## src/rtl/rob_allocator_if.sv

```systemverilog
// rob_allocator_if: dispatch and retire handshake bundle between the ROB allocator and its environment.
interface rob_allocator_if #(parameter int IDX_W = 4);
    logic             i_flush;
    logic [1:0]       i_dispatch_valid;
    logic             o_dispatch_ready;
    logic [1:0]       o_alloc_fire;
    logic [IDX_W-1:0] o_rob_num0;
    logic [IDX_W-1:0] o_rob_num1;
    logic [1:0]       i_retire_valid;
    logic [IDX_W-1:0] i_retire_rob_num0;
    logic [IDX_W-1:0] i_retire_rob_num1;
    logic [IDX_W:0]   o_count;
    logic             o_full;
    logic             o_empty;
    logic             o_retire_err;
    modport master (
        input  i_flush, i_dispatch_valid, i_retire_valid, i_retire_rob_num0, i_retire_rob_num1,
        output o_dispatch_ready, o_alloc_fire, o_rob_num0, o_rob_num1, o_count, o_full, o_empty, o_retire_err
    );
    modport slave (
        output i_flush, i_dispatch_valid, i_retire_valid, i_retire_rob_num0, i_retire_rob_num1,
        input  o_dispatch_ready, o_alloc_fire, o_rob_num0, o_rob_num1, o_count, o_full, o_empty, o_retire_err
    );
endinterface

```

## src/rtl/rob_allocator.sv

```systemverilog
// rob_allocator: in-order dual-issue ROB number allocator with checked dual retirement and flush.
module rob_allocator #(
    parameter int ROB_DEPTH = 16,
    parameter int IDX_W     = 4
) (
    input logic             i_clk,
    input logic             i_rst,
    rob_allocator_if.master bus
);
    logic [IDX_W-1:0] r_head, r_tail;
    logic [IDX_W:0]   r_count;
    logic             r_err;
    logic [1:0]       w_fire;
    logic             w_ready, w_ret0, w_ret1, w_bad;
    logic [IDX_W-1:0] w_head1;
    logic [IDX_W:0]   w_nalloc, w_nret;
    always_comb begin
        w_ready  = !bus.i_flush && (r_count <= (IDX_W+1)'(ROB_DEPTH - 2));
        w_fire   = bus.i_dispatch_valid & {2{w_ready}};
        w_head1  = r_head + 1'b1;
        w_ret0   = bus.i_retire_valid[0] && (r_count >= 1) && (bus.i_retire_rob_num0 == r_head);
        w_ret1   = w_ret0 && bus.i_retire_valid[1] && (r_count >= 2) && (bus.i_retire_rob_num1 == w_head1);
        // slot1 notice is illegal whenever it is not itself legal, which also covers a bad slot0
        w_bad    = !bus.i_flush && ((bus.i_retire_valid[0] && !w_ret0) || (bus.i_retire_valid[1] && !w_ret1));
        w_nalloc = (IDX_W+1)'(w_fire[0]) + (IDX_W+1)'(w_fire[1]);
        w_nret   = (IDX_W+1)'(w_ret0) + (IDX_W+1)'(w_ret1);
    end
    always_ff @(posedge i_clk or posedge i_rst) begin
        if (i_rst) begin
            r_head  <= '0;
            r_tail  <= '0;
            r_count <= '0;
            r_err   <= 1'b0;
        end else begin
            r_err <= r_err | w_bad;
            if (bus.i_flush) begin
                r_head  <= '0;
                r_tail  <= '0;
                r_count <= '0;
            end else begin
                r_head  <= r_head + IDX_W'(w_nret);
                r_tail  <= r_tail + IDX_W'(w_nalloc);
                r_count <= r_count + w_nalloc - w_nret;
            end
        end
    end
    assign bus.o_dispatch_ready = w_ready;
    assign bus.o_alloc_fire     = w_fire;
    assign bus.o_rob_num0       = r_tail;
    assign bus.o_rob_num1       = bus.i_dispatch_valid[0] ? r_tail + 1'b1 : r_tail;
    assign bus.o_count          = r_count;
    assign bus.o_full           = r_count == (IDX_W+1)'(ROB_DEPTH);
    assign bus.o_empty          = r_count == '0;
    assign bus.o_retire_err     = r_err;
endmodule

```

## src/flat_wrapper.sv

```systemverilog
// flat-port wrapper written by rule: the top's interface ports become plain ports
module rob_allocator_flat 
#(
    parameter int ROB_DEPTH = 16,
    parameter int IDX_W     = 4
)
  (i_clk, i_rst, bus_i_flush, bus_i_dispatch_valid, bus_i_retire_valid, bus_i_retire_rob_num0, bus_i_retire_rob_num1, bus_o_dispatch_ready, bus_o_alloc_fire, bus_o_rob_num0, bus_o_rob_num1, bus_o_count, bus_o_full, bus_o_empty, bus_o_retire_err);
  rob_allocator_if #(.IDX_W(IDX_W)) bus_i ();
  input logic i_clk;
  input logic i_rst;
  input wire logic [$bits(bus_i.i_flush)-1:0] bus_i_flush;
  input wire logic [$bits(bus_i.i_dispatch_valid)-1:0] bus_i_dispatch_valid;
  input wire logic [$bits(bus_i.i_retire_valid)-1:0] bus_i_retire_valid;
  input wire logic [$bits(bus_i.i_retire_rob_num0)-1:0] bus_i_retire_rob_num0;
  input wire logic [$bits(bus_i.i_retire_rob_num1)-1:0] bus_i_retire_rob_num1;
  output wire logic [$bits(bus_i.o_dispatch_ready)-1:0] bus_o_dispatch_ready;
  output wire logic [$bits(bus_i.o_alloc_fire)-1:0] bus_o_alloc_fire;
  output wire logic [$bits(bus_i.o_rob_num0)-1:0] bus_o_rob_num0;
  output wire logic [$bits(bus_i.o_rob_num1)-1:0] bus_o_rob_num1;
  output wire logic [$bits(bus_i.o_count)-1:0] bus_o_count;
  output wire logic [$bits(bus_i.o_full)-1:0] bus_o_full;
  output wire logic [$bits(bus_i.o_empty)-1:0] bus_o_empty;
  output wire logic [$bits(bus_i.o_retire_err)-1:0] bus_o_retire_err;
  assign bus_i.i_flush = bus_i_flush;
  assign bus_i.i_dispatch_valid = bus_i_dispatch_valid;
  assign bus_i.i_retire_valid = bus_i_retire_valid;
  assign bus_i.i_retire_rob_num0 = bus_i_retire_rob_num0;
  assign bus_i.i_retire_rob_num1 = bus_i_retire_rob_num1;
  assign bus_o_dispatch_ready = bus_i.o_dispatch_ready;
  assign bus_o_alloc_fire = bus_i.o_alloc_fire;
  assign bus_o_rob_num0 = bus_i.o_rob_num0;
  assign bus_o_rob_num1 = bus_i.o_rob_num1;
  assign bus_o_count = bus_i.o_count;
  assign bus_o_full = bus_i.o_full;
  assign bus_o_empty = bus_i.o_empty;
  assign bus_o_retire_err = bus_i.o_retire_err;
  rob_allocator #(.ROB_DEPTH(ROB_DEPTH), .IDX_W(IDX_W)) u_core (.i_clk(i_clk), .i_rst(i_rst), .bus(bus_i));
endmodule
```

## config.mk

```make
export PLATFORM = sky130hd
export DESIGN_NAME = rob_allocator_flat
export DESIGN_NICKNAME = d
export VERILOG_FILES = /design/src/rtl/rob_allocator_if.sv /design/src/rtl/rob_allocator.sv /design/src/flat_wrapper.sv
export SDC_FILE = /design/constraint.sdc
export NUM_CORES = 1
export LEC_CHECK = 0
export ABC_AREA = 1
export CORE_ASPECT_RATIO = 1.4
export CORE_MARGIN = 3
export CORE_UTILIZATION = 50
export DETAILED_ROUTE_END_ITERATION = 6
export PLACE_DENSITY = 0.79
export SLEW_MARGIN = 20
export SYNTH_ARGS = -nofsm -noshare
export SYNTH_HDL_FRONTEND = slang
export SYNTH_SLANG_ARGS = --single-unit
```

## constraint.sdc

```tcl
create_clock -name i_clk -period 9.1 [get_ports i_clk]
set_clock_uncertainty 0.15 [all_clocks]
set_input_delay 1.82 -clock i_clk [delete_from_list [all_inputs] [get_ports i_clk]]
set_output_delay 1.82 -clock i_clk [all_outputs]
set_load 0.02 [all_outputs]
```

Word level (Yosys, flattened, before mapping)

Cells that the tools add are included.

Magnitude comparators: 3
Multipliers: 0
Multiplexer cells: 4
Shift operators: 0
Eq/ne operators: 3
Reductions and logical operators: 14
Bitwise gates (word level): 2
$add $sub $neg: 8
Div/mod/pow operators: 0

Operator list:

| cell                                                                                | count |
|---|---|
| 4-bit 2-to-1 mux                                                                    | 3 |
| 1-bit logical AND                                                                   | 9 |
| 4-bit by 1-bit adder with 4-bit output, second input constant                       | 2 |
| 4-bit adder                                                                         | 2 |
| 4-bit equality test                                                                 | 2 |
| 5-bit adder                                                                         | 1 |
| 5-bit equality test, second input constant                                          | 1 |
| 5-bit by 1-bit greater-or-equal comparator with 1-bit output, second input constant | 1 |
| 5-bit by 2-bit greater-or-equal comparator with 1-bit output, second input constant | 1 |
| 5-bit by 4-bit less-or-equal comparator with 1-bit output, second input constant    | 1 |
| 5-bit zero test                                                                     | 1 |
| 5-bit 2-to-1 mux                                                                    | 1 |
| 5-bit subtractor                                                                    | 1 |
| 1-bit by 1-bit adder with 2-bit output                                              | 2 |
| 1-bit zero test                                                                     | 3 |
| 2-bit AND                                                                           | 1 |
| 1-bit logical OR                                                                    | 1 |
| 1-bit OR                                                                            | 1 |

Input bits: 15
Word-level logic and storage cells: 38
Memory bits (writable): 0
Bits in latches: 0
Output and inout port bits: 19
Memories kept: 0
Bits in read-only memories: 0
Register bits: 14

Longest topological paths before layout

Depth in word-level cells: 11
Mapped depth: 21
Mapped depth without buffers: 21

Worst setup path after synthesis

No wires, ideal clock.

Kind: input port to flip-flop
From: in bus_i_flush
To: reg u_core.r_count[4], in the netlist u_core.bus.o_count[4]
Path buffers: 1
Stages: 16
Path slack: 4.103 ns
Required time: 8.873 ns
Arrival time: 4.769 ns
Setup time: 0.077 ns
Cell sequence: buf_4 -> nor3_1 -> inv_2 -> nor2_1 -> ha_1 -> inv_1 -> fa_1 -> inv_1 -> fa_1 -> nand2_1 -> inv_1 -> nor2_1 -> nor2_1 -> nor2_1 -> o21ai_1 -> a21oi_1

Word-level cells in the longest chain between the ends: 7

Ends and longest elaborated chain:

| element                                | RTL line            | text |
|---|---|---|
| start, declared                        | flat_wrapper.sv:11  | `input wire logic [$bits(bus_i.i_flush)-1:0] bus_i_flush;` |
| 1-bit zero test                        | rob_allocator.sv:18 | `w_ready = !bus.i_flush && (r_count <= (IDX_W+1)'(ROB_DEPTH - 2));` |
| 1-bit logical AND                      | rob_allocator.sv:18 |  |
| named net bus_o_dispatch_ready         | flat_wrapper.sv:16  | `output wire logic [$bits(bus_i.o_dispatch_ready)-1:0] bus_o_dispatch_ready;` |
| 2-bit AND                              | rob_allocator.sv:19 | `w_fire = bus.i_dispatch_valid & {2{w_ready}};` |
| named net bus_o_alloc_fire[1]          | flat_wrapper.sv:17  | `output wire logic [$bits(bus_i.o_alloc_fire)-1:0] bus_o_alloc_fire;` |
| 1-bit by 1-bit adder with 2-bit output | rob_allocator.sv:25 | `w_nalloc = (IDX_W+1)'(w_fire[0]) + (IDX_W+1)'(w_fire[1]);` |
| 5-bit adder                            | rob_allocator.sv:43 | `r_count <= r_count + w_nalloc - w_nret;` |
| 5-bit subtractor                       | rob_allocator.sv:43 |  |
| 5-bit 2-to-1 mux                       | rob_allocator.sv:36 | `if (bus.i_flush) begin` |
| end signal, assigned                   | rob_allocator.sv:43 |  |
| end, declared                          | rob_allocator.sv:11 | `logic [IDX_W:0] r_count;` |

The timed path passes the listed nets, and every way through them passes these cells.

Final worst setup path

From: in bus_i_flush
To: out bus_o_alloc_fire[0]

Word-level cells in the longest chain between the ends: 3

Ends and longest elaborated chain:

| element           | RTL line |
|---|---|
| 1-bit zero test   | rob_allocator.sv:18 |
| 1-bit logical AND | rob_allocator.sv:18 |
| 2-bit AND         | rob_allocator.sv:19 |
| end, declared     | flat_wrapper.sv:17 |

Every way passes these cells.

==> metrics.txt <==
status=finished, final reports clean; Hold Path Class=flop to flop; port bufs=33; CP startpoint kind=input pin; slowest CP cell=clkdlybuf4s50_1; synth unique cells=24; clk root buf=clkbuf_4; post-synth top area share=27.4%; CP Max Fanout=10; RSZ-0062 raised after global routing=no; clk slew on worst S/H paths=about 90 ps; synth warn=0; post-route setup TNS=0 ps; synthesized area per cell=approximately 7.4 um2; Max Cap Viol=0; area delta synth->final=30.5%; fraction of layout cells with a size suffix above 1=6.73%; combinational share of power=59.3%; Post-Syn Area=between 1000 and 1500 um2; Starting Density=between 50% and 60%; core area=approximately 2400 um2; # rows=21; WL final=2730 um; Max clock buf depth=2; most frequent cells after synthesis=inv_1, nand2_1, nor2_1; slowest stage delay, CP=640 ps; crit share post-route=62.1%; CTS tree=built; overall power=roughly 0.33 mW; Slew Limit Fails=0; first-pass GRT wire length=5050 um; Via Count=1,132; Bufs and invs on worst path=3; Synth async-reset ratio=100%; Crit Path Class=input pin to output pin; Peak VDD IR=156 uV; gr ovfl total=0; Synth area leader=dfrtp_1; placed cells=238; Final WS setup=3450 ps; Yosys reg bits=14; drt wl/cell=11.3 um; worst-path cell chain=clkdlybuf4s50_1 -> nor3_1 -> inv_2 -> nor2_1 -> clkdlybuf4s50_1; ANT nets after route=0; routability cong.=0.790; Req. time, crit path=7130 ps; number of synthesized flops with an enable pin=0; total CTS buffers=3; cell count after synthesis=173; Internal=0.184 mW; die area=between 3000 and 4000 um2; Non-Filler Instances=242; Most used DFF post-synth=dfrtp_1; final hold violation count=0; Static Leak=about 0.90 nW; CTS HTree Levels=1; Die Y-Extent=65.8 um; fmax=0.177 GHz; initial antenna violation count=0; diode count=0; area post-placement=1630 um2; CP Capture Type=output pin; Clk network pwr share=between 10% and 20%; relative slew slack=64.0%; starting DRC count in detailed routing=9; Sw Share=43.9%; minimum clock period=5650 ps; vias in the first global route=1,214; register area share after synthesis=a little over a quarter; mean number of vias per cell=~4.7; die width=48.7 um; Top delay family on crit path=buffers and inverters; hpwl dp=between 2000 and 2500 um; Final setup viols=0; syn_nets=209; design area=1670 um2; Tot GR Track Use=20.1%; top post-synthesis cells by area=dfrtp_1, ha_1, inv_1, nand2_1, fa_1; final net count=245; hold bufs inserted after CTS=0; Worst Path Arrival=3680 ps; Clk Latency, worst-skew pair=280 ps; Psw=0.144 mW; clock tree sinks=14; post-cts repair resize count=0; setup slack at placement=3470 ps; actual slew at the worst max-slew pin=around 540 ps; maximum number of pins on one net before global-route repair=15; Post-CTS Setup Inserts=0; CP most frequent cell=clkdlybuf4s50_1; DRT Pass-1 Iters=3; count leader, synth=inv_1; Ports=34; Seq pwr share=~27%; pwr/cell area=between 150 and 200 nW/um2; Remaining DRCs=0
## worst paths after layout
check / start / endpoint / slack, ps / cells past startpoint
max in group asynchronous: i_rst / u_core.bus.o_count[3]$_DFF_PP0_ / 6720 / 2
min: u_core.bus.o_retire_err$_DFF_PP0_ / u_core.bus.o_retire_err$_DFF_PP0_ / 320 / 2
max reg2reg: u_core.bus.o_count[4]$_DFF_PP0_ / u_core.bus.o_count[4]$_DFF_PP0_ / 5620 / 19
min in group asynchronous: i_rst / u_core.bus.o_rob_num0[3]$_DFF_PP0_ / 1730 / 2
min reg2reg: u_core.bus.o_retire_err$_DFF_PP0_ / u_core.bus.o_retire_err$_DFF_PP0_ / 320 / 2
max: bus_i_flush / bus_o_alloc_fire[0] / 3450 / 5
## per-stage QoR
step	hold slack, ps	util [%]
after floorplan	342	-
after global placement	298	67.5
after detailed placement	304	67.5
after CTS	326	69.0
after global routing	369	69.0
final	319	69.0
## flip-flops by register name (all words and copies together), names as in the netlist
signal,cells
u_core.bus.o_rob_num0,4
u_core.bus.o_retire_err,1
u_core.bus.o_count,5
u_core.r_head,4
## metal layers
layer	up-vias	global-route usage, %	share of wire [%]
met4	0	9.25	1.9
met2	26	39.6	55
li1	587	-	-
met5	-	0	0
met1	513	20.1	38
met3	6	3.39	5.1
## cells by family after synthesis
kind of cell | after synthesis | synth area share (%)
AOI/OAI and AO/OA | 15 | 6.07
xor gates and xnor gates | 6 | 4.11
adders and majority gates | 21 | 22.9
buffers and inverters | 47 | 14.9
DFF | 14 | 27.4
and+or+nand+nor | 70 | 24.7
## final cells by class
class | count | area (um2)
fill | 224 | 748
timing repair buffer | 33 | 330
multi-input combinational | 112 | 738
clock buffer | 4 | 36.3
tap | 34 | 42.5
inverter | 45 | 171
sequential | 14 | 350
## worst min-delay path, delay by kind of cell, from the launching register on
kind                   cells  cell delay (ps)
buffers and inverters      1               40
DFF                        1              350
and+or+nand+nor            1               50
## power by group through the flow
| stage | Combinational, mW | Clock, mW | Sequential, mW |
|---|---|---|---|
| finish | 0.195 | 0.0449 | 0.0887 |
| global route | 0.218 | 0.0498 | 0.0918 |
| CTS | 0.197 | 0.0471 | 0.0887 |
| detailed placement | 0.196 | 0 | 0.0896 |
| global placement | 0.186 | 0 | 0.0894 |
| floorplan | 0.107 | 0 | 0.101 |
## placed cells by master, fill, tap and decap left out, drive strengths merged
master / synthesis / routed
a21oi: 7 / 7
nor2: 22 / 22
o21ai: 7 / 7
fa: 4 / 4
nand4: 1 / 1
nor3: 1 / 1
xnor2: 3 / 3
ha: 17 / 17
nand2: 37 / 37
inv: 43 / 43
clkinv: 2 / 2
clkbuf: 0 / 4
clkdlybuf4s50: 0 / 33
dfrtp: 14 / 14
a21o: 1 / 1
nand3: 9 / 9
xor2: 3 / 3
No activity file was read; power rests on OpenSTA's default activity.
